--- src/rtl/mul_sequencer_pkg.sv ---
// Shared definitions for the sequential multiplier: default operand width and FSM state encodings.
package mul_sequencer_pkg;

  localparam int MUL_WIDTH = 32;

  typedef enum logic [1:0] {
    IDLE = 2'd0,
    BUSY = 2'd1,
    DONE = 2'd2
  } mul_state_t;

endpackage

--- src/rtl/mul_shift_add_dp.sv ---
// Shift-add datapath: operand shift registers, accumulator, adder and the held result register.
module mul_shift_add_dp
  import mul_sequencer_pkg::*;
#(
  parameter int WIDTH = MUL_WIDTH
) (
  input  logic             clk,
  input  logic             rst,
  input  logic             load,
  input  logic             step,
  input  logic             capture,
  input  logic [WIDTH-1:0] val1,
  input  logic [WIDTH-1:0] val2,
  output logic [WIDTH-1:0] result
);

  logic [WIDTH-1:0] mcand;
  logic [WIDTH-1:0] mplier;
  logic [WIDTH-1:0] acc;
  logic [WIDTH-1:0] acc_next;

  // Carries past bit WIDTH-1 are dropped, so the product is modulo 2^WIDTH.
  assign acc_next = acc + (mplier[0] ? mcand : '0);

  always_ff @(posedge clk or posedge rst) begin
    if (rst) begin
      mcand  <= '0;
      mplier <= '0;
      acc    <= '0;
      result <= '0;
    end else begin
      if (load) begin
        mcand  <= val1;
        mplier <= val2;
        acc    <= '0;
      end else if (step) begin
        mcand  <= mcand << 1;
        mplier <= mplier >> 1;
        acc    <= acc_next;
      end
      // The final partial sum goes straight into result, which then holds until the next completion.
      if (capture) begin
        result <= acc_next;
      end
    end
  end

endmodule

--- src/rtl/mul_sequencer.sv ---
// Multi-cycle MUL sequencer: stalls the pipeline while a WIDTH-step shift-add multiply runs.
module mul_sequencer
  import mul_sequencer_pkg::*;
#(
  parameter int WIDTH = MUL_WIDTH,
  parameter int CNT_W = $clog2(WIDTH)
) (
  input  logic             clk,
  input  logic             rst,
  input  logic             Is_Mul,
  input  logic             flush,
  input  logic [WIDTH-1:0] val1,
  input  logic [WIDTH-1:0] val2,
  output logic             freeze,
  output logic [WIDTH-1:0] mul_result,
  output logic             result_valid
);

  mul_state_t       state;
  logic [CNT_W-1:0] count;
  logic             start;
  logic             step;
  logic             last_step;

  assign start     = (state == IDLE) && Is_Mul && !flush;
  assign step      = (state == BUSY) && !flush;
  assign last_step = step && (count == CNT_W'(WIDTH - 1));

  // Freeze drops in DONE so the pipeline advances on that edge; a flush releases it at once.
  assign freeze = !rst && (start || step);

  always_ff @(posedge clk or posedge rst) begin
    if (rst) begin
      state        <= IDLE;
      count        <= '0;
      result_valid <= 1'b0;
    end else begin
      result_valid <= 1'b0;
      case (state)
        IDLE: begin
          if (start) begin
            state <= BUSY;
            count <= '0;
          end
        end
        BUSY: begin
          if (flush) begin
            state <= IDLE;
          end else begin
            count <= count + 1'b1;
            if (last_step) begin
              state        <= DONE;
              result_valid <= 1'b1;
            end
          end
        end
        DONE: begin
          state <= IDLE;
        end
        default: begin
          state <= IDLE;
        end
      endcase
    end
  end

  mul_shift_add_dp #(
    .WIDTH(WIDTH)
  ) u_dp (
    .clk    (clk),
    .rst    (rst),
    .load   (start),
    .step   (step),
    .capture(last_step),
    .val1   (val1),
    .val2   (val2),
    .result (mul_result)
  );

endmodule
--- config.mk ---
export PLATFORM = sky130hd
export DESIGN_NAME = mul_sequencer
export DESIGN_NICKNAME = d
export VERILOG_FILES = /design/src/rtl/mul_sequencer_pkg.sv /design/src/rtl/mul_shift_add_dp.sv /design/src/rtl/mul_sequencer.sv
export SDC_FILE = /design/constraint.sdc
export NUM_CORES = 1
export LEC_CHECK = 0
export ABC_CLOCK_PERIOD_IN_PS = 6900
export CELL_PAD_IN_SITES_DETAIL_PLACEMENT = 0
export CELL_PAD_IN_SITES_GLOBAL_PLACEMENT = 1
export CORE_ASPECT_RATIO = 1.4
export CORE_UTILIZATION = 41
export CTS_CLUSTER_DIAMETER = 50
export DETAILED_ROUTE_END_ITERATION = 7
export PLACE_DENSITY_LB_ADDON = 0.25
export SLEW_MARGIN = 20
export SYNTH_ARGS = -nofsm -noshare
export SYNTH_HDL_FRONTEND = slang
export SYNTH_SLANG_ARGS = --single-unit
--- constraint.sdc ---
create_clock -name clk -period 6.9 [get_ports clk]
set_clock_uncertainty 0.05 [all_clocks]
set_input_delay 1.38 -clock clk [delete_from_list [all_inputs] [get_ports clk]]
set_output_delay 1.38 -clock clk [all_outputs]
set_load 0.01 [all_outputs]
==> metrics.yaml, run 1 <==
cts:
  h-tree-depth: 4
  clkLatencyLatePin_ns: 0.42
  cts-resized-gates: 0
  cts.reportedPaths.clkPinSlew_ns: 0.06
  cts_buffers: 17
  cts_setup_buffers: 0
  numClockSinks: 136
  cts_tree: "built"
  clockRootBuffer: "clkbuf_16"
  cts_max_path_buffers: 2
  cts-hold-fix-buffers: 0
critical_path:
  cp_top_family: "buffers and inverters"
  crit_top_cell: "clkdlybuf4s50_1"
  cp-start-kind: "primary input"
  crit_required_ns: 5.47
  cp_num_buf_inv: 2
  cp_slowest_stage_delay_ns: 0.54
  path_max_fanout: 2
  worst_ep_arrival_time_ns: 2.93
  crit_type: "in2out"
  cp_cell_sequence: "clkdlybuf4s50_1, nor4b_2, nor2_4, nor2_1, clkdlybuf4s50_1"
  slowest_stage: "clkdlybuf4s50_1"
  endpoint_kind: "output pin"
synthesis:
  synth_cells: 790
  synth_seq_area_share_pct: 47.3
  synthArstFlopShare_pct: 100
  syn_area_mm2: 0.00719
  synth_compound_area_share_pct: 20.7
  yosys.area_share.simple_pct: 18.6
  ys_ff_latch: 136
  synth_top_family_by_area: "compound AO/OA/AOI/OAI gates"
  ys.warnings.count: 0
  postSynthAreaPerCell_um2: 9.11
  synth_nets: 892
  synthXorXnorAreaFrac_pct: 3.90
  synth.distinct_cells: 57
  synthMuxAreaShare_pct: 0.296
  synth_edf_count: 0
  synth-adder-area-share_pct: 6.02
  ys.flop_type: "dfrtp_1"
global_routing:
  grt_overflow: 0
  grt_first_pass_wirelength_um: 29000
  grt_pass1_vias: 5955
  grt_max_degree: 100
  grt_antenna_before_repair: 0
  grtUsageTotal_pct: 20.2
die:
  io_pins: 102
  core_mm2: 0.0170
  die_w_um: 114
  start_util_pct: 42.4
  fp.dieH_um: 159
  dieArea_mm2: 0.0181
  rows: 56
timing:
  clock.fmax_mhz: 230
  rsz0062_at_grt: "false"
  hold_viol_final: 0
  drv_slew: 0
  min_period_ns: 4.36
  tns_ns: 0
  fin_crit_sh_pct: 63.1
  setup_viol: 0
  relSlewSlack_pct: 28.5
  tightest_slew_ns: 1.07
drt:
  drc: 0
  viasPerCell: 5.32
  vias: 5918
  wl_um: 17200
  avgRoutedWirePerCell_um: 15.5
  drt-pass1-iter-count: 5
  drtIter0Drc: 296
  ant_nets: 0
flow_run:
  maxCapViolations: 0
worst_hold_path:
  holdCritPathClass: "reg2reg"
final_layout:
  drive_gt1_share_pct: 6.59
  mostFrequentLayoutCells: "206 x nand2_1, 136 x dfrtp_1, 101 x clkdlybuf4s50_1"
  area_delta_synth_final_pct: 24.0
  layout_commonest_cell: "nand2_1"
  regArea_mm2: 0.00340
  fin_util_pct: 52.6
  multi_input_area_mm2: 0.00358
  diodes: 0
  fillers: 1635
  nNetsFinal: 969
place:
  place.gp.congestion: 0.873
  portBuffers: 101
  dpl.hpwl_um: 11900
power:
  power_density_mw_per_mm2: 289
  ir_drop_mv: 0.165
  leakage_nw: 4.18
outcome:
  status: "finished clean"
-- worst paths after layout --
| check | cells past startpoint | slack (ns) | from | endpoint |
|---|---|---|---|---|
| max | 5 | 2.54 | flush | freeze |
| min in group asynchronous | 2 | 1.43 | rst | u_dp.mplier[23] |
| min reg2reg | 2 | 0.42 | u_dp.mcand[31] | u_dp.mcand[31] |
| max in group asynchronous | 3 | 4.12 | rst | u_dp.mplier[2] |
| max reg2reg | 11 | 3.32 | u_dp.mplier[0] | u_dp.acc[25] |
| min | 2 | 0.42 | u_dp.mcand[31] | u_dp.mcand[31] |
-- per-stage QoR --
stage / instances / power, mW / hold WS, ns / instance area, µm² / setup slack (ns)
finish: 1112 / 2.58 / 0.418 / 8920 / 2.54
global route: 1112 / 2.75 / 0.446 / 8920 / 2.42
CTS: 1112 / 2.61 / 0.420 / 8920 / 2.52
detailed placement: 1080 / 1.78 / 0.407 / 8370 / 2.53
global placement: 1080 / 1.75 / 0.400 / 8370 / 2.53
floorplan: 790 / 1.58 / 0.389 / 7190 / 1.83
-- metal layers --
metal	vias to the layer above	global-route usage (%)	wire [µm]
met3	27	4.58	713
met4	0	8.50	400
met2	122	33.5	8770
li1	2911	-	-
met5	-	0	0
met1	2858	24.9	7320
-- synthesized netlist by cell type, types with 3 or more instances --
library cell,n,area (µm²)
o21ai_0,44,220
nand2_1,208,781
clkbuf_1,42,158
inv_1,9,33.8
nor2b_1,6,37.5
ha_1,33,413
nor2_1,25,93.8
a21o_1,18,135
o21ai_1,32,160
xnor2_1,13,114
buf_2,5,25.0
a31oi_1,4,25.0
dfrtp_1,136,3400
xor2_1,19,166
a21oi_1,28,140
nand4_1,10,62.6
a22oi_1,63,473
and2_1,33,206
a22o_1,6,52.6
o21ai_2,3,26.3
nand3_1,6,30.0
and3_1,6,37.5
-- layout make-up --
cell class | instances | share of cell area [%]
timing repair buffer | 107 | 11.8
multi-input combinational | 595 | 40.1
sequential | 136 | 38.2
tap | 232 | 3.26
clock buffer | 17 | 4.77
inverter | 10 | 0.477
clock inverter | 15 | 1.35
-- state kept, by name, summed over array words and instances, names as in the netlist --
signal / count
u_dp.result: 32
u_dp.mcand: 32
u_dp.acc: 32
count: 5
result_valid: 1
state: 2
u_dp.mplier: 32
-- power by group --
part	switching (mW)	total [mW]	internal [mW]	leakage [nW]
Combinational	0.417	0.696	0.279	2.14
Sequential	0.109	1.06	0.955	1.79
Clock	0.358	0.821	0.463	0.249
-- logic make-up after synthesis --
| group | count (synthesis) |
|---|---|
| AO/OA/AOI/OAI | 223 |
| XOR/XNOR | 32 |
| adder cells (fa/ha/maj) | 34 |
| buffers and inverters | 59 |
| flip-flops | 136 |
| multiplexers | 2 |
| AND/OR/NAND/NOR | 304 |
-- worst register-to-register path, cell delays in order, from the launching register on --
cell and delay, ns:
dfrtp_1 0.52, buf_4 0.29, and2_1 0.19, ha_1 0.44, and4_1 0.31, nand4_1 0.20, a2111oi_0 0.60, nor4_2 0.17
o21ai_1 0.27, a21oi_1 0.12, xor2_1 0.20, o21ai_1 0.09
Note: power is estimated with default switching activity, not from simulation.
==> run 2, diff against run 1 <==
Settings changed: ABC_CLOCK_PERIOD_IN_PS 6900 to 3800, CORE_UTILIZATION 41 to 38.
Clock period 6.9 ns to 3.8 ns, I/O delays scaled along.
==> run 2 against run 1 <==
Against the previous run:
- sequential power rose by 83%
- die area up 7.8%
- cell count is 1.7% higher
- setup slack worse by 2.1 ns
- clock-buffer cell count rose by 1
- critical path type is now reg2reg
- largest cell class unchanged
==> metrics.yaml, run 2 (synthesized netlist as in run 1, its figures left out) <==
cts:
  cts.reportedPaths.clkPinSlew_ns: 0.06  # about the same
  cts_tree: "built"
  h-tree-depth: 4  # unchanged
  clkLatencyLatePin_ns: 0.43  # about the same
  clockRootBuffer: "clkbuf_16"
  numClockSinks: 136  # unchanged
  cts_max_path_buffers: 2  # unchanged
  cts-hold-fix-buffers: 0  # unchanged
  cts_buffers: 17  # unchanged
  cts-resized-gates: 0  # unchanged
  cts_setup_buffers: 0  # unchanged
critical_path:
  rr_startpoint: "u_dp.mplier[0]"
  ff2ff_path_depth: 12  # +1
  slowest_stage: "dfrtp_1"
  crit_end: "u_dp.result[24]"
  crit_start: "u_dp.mplier[0]"
  cp-start-kind: "register"
  cp_cell_sequence: "and2_1, ha_1, fa_1, a21o_1, a221oi_2, nor4_1, o22ai_2, o21ai_2, a2111oi_2, a211o_1, xor2_1, o21ai_1"
  worst_ep_arrival_time_ns: 3.63  # +0.70 ns
  cp_slowest_stage_delay_ns: 0.51  # -0.03 ns
  reg2reg_to: "u_dp.result[24]"
  reg2reg_slack_ns: 0.42  # -2.90 ns
  crit_type: "reg2reg"
  crit_required_ns: 4.05  # -1.42 ns
  path_max_fanout: 14  # +12
  endpoint_kind: "register"
global_routing:
  grt_antenna_before_repair: 0  # unchanged
  grt_max_degree: 100  # unchanged
  grtUsageTotal_pct: 19.7  # -0.52 points
  grt_overflow: 0  # unchanged
  grt_first_pass_wirelength_um: 30100  # +3.7%
  grt_pass1_vias: 6091  # +2.3%
place:
  dpl.hpwl_um: 12500  # +5.3%
  dp_slack_ns: 0.406  # -2.12 ns
  place.gp.congestion: 0.887  # +1.6%
  portBuffers: 101  # unchanged
  placed_cell_area_mm2: 0.00846  # +1.1%
die:
  dieArea_mm2: 0.0195  # +7.8%
  io_pins: 102  # unchanged
  die_w_um: 118  # +3.8%
  fp.dieH_um: 165  # +3.8%
  start_util_pct: 38.8  # -3.6 points
  rows: 59  # +5.4%
  core_mm2: 0.0185  # +9.3%
power:
  leakage_nw: 4.25  # +1.6%
  ir_drop_mv: 0.283  # +71%
  power_density_mw_per_mm2: 538  # +86%
timing:
  clock.fmax_mhz: 295
  setup_ws_ns: 0.416  # -2.13 ns
  setup_viol: 0  # unchanged
  hold_viol_final: 0  # unchanged
  fin_crit_sh_pct: 89.1
  tightest_slew_ns: 1.04  # -0.0359 ns
  tns_ns: 0  # unchanged
  rsz0062_at_grt: "false"
  min_period_ns: 3.38
  relSlewSlack_pct: 30.9  # +2.4 points
  drv_slew: 0  # unchanged
drt:
  drtIter0Drc: 292  # -1.4%
  drc: 0  # unchanged
  viasPerCell: 5.26  # -1.1%
  avgRoutedWirePerCell_um: 15.8  # +2.0%
  wl_um: 17800  # +3.7%
  ant_nets: 0  # unchanged
  drt-pass1-iter-count: 5  # unchanged
  vias: 5950  # +0.54%
final_layout:
  fin_util_pct: 48.8  # -3.8 points
  diodes: 0  # unchanged
  drive_gt1_share_pct: 7.10  # +0.51 points
  layout_commonest_cell: "nand2_1"
  nNetsFinal: 976  # +0.72%
  fin_area_mm2: 0.00903  # +1.3%
  area_delta_synth_final_pct: 25.6
  fillers: 1747  # +6.9%
  mostFrequentLayoutCells: "207 x nand2_1, 136 x dfrtp_1, 101 x clkdlybuf4s50_1"
worst_hold_path:
  hp-start: "u_dp.mcand[31]"
  holdCritPathClass: "reg2reg"
  holdPathStages: 2  # unchanged
outcome:
  status: "finished clean"
flow_run:
  maxCapViolations: 0  # unchanged
## run 2: cell count changes in the layout (fill, tap and decap cells not counted), moves of 2 or more
cell	change
buf_4	+5
clkinv_2	+3
clkinv_4	-3
buf_12	+2
bufinv_16	+2
clkinvlp_4	-2
## run 2: metal layers
metal | track usage, % | up-vias | wire (µm)
met5 | 0 | - | 0
met4 | 8.22 | 0 | 449
met3 | 4.35 | 32 | 833
met2 | 35.0 | 145 | 9100
met1 | 22.7 | 2851 | 7460
li1 | - | 2922 | -
## run 2: critical path, delay by kind of cell (launching register included)
family          cells  cell delay, ns
xor+xnor            1            0.19
fa+ha+maj           2            0.61
compound gates      7            1.54
flops               1            0.51
simple gates        2            0.35
## run 2: where the power goes
| part | switching, mW | internal (mW) |
|---|---|---|
| registers | 0.205 | 1.73 |
| clock network | 0.655 | 0.968 |
| logic | 0.772 | 0.528 |
## run 2: final cells by class
type                    count  area (µm²)  share of cell area (%)
well taps                 244         305                    3.38
repair buffers            114        1130                    12.5
clock buffers              18         429                    4.75
clock inverters            14         146                    1.62
inverters                  10        41.3                   0.457
flip-flops and latches    136        3400                    37.7
multi-input cells         595        3580                    39.6
## run 2: worst min-delay path by stage
stage | end | slack (ns)
after floorplan | u_dp.mcand[31] | 0.39
after global placement | u_dp.mplier[3] | 0.40
after detailed placement | u_dp.mplier[3] | 0.41
after CTS | u_dp.mcand[31] | 0.42
after global routing | u_dp.mplier[20] | 0.44
final | u_dp.mcand[31] | 0.41
## run 2: metrics by stage
step	hold slack (ns)	std cells	power, mW
after detailed placement	0.406	1099	3.28
after CTS	0.420	1131	4.93
after floorplan	0.389	790	2.86
final	0.415	1131	4.86
after global routing	0.441	1131	5.18
after global placement	0.400	1099	3.24
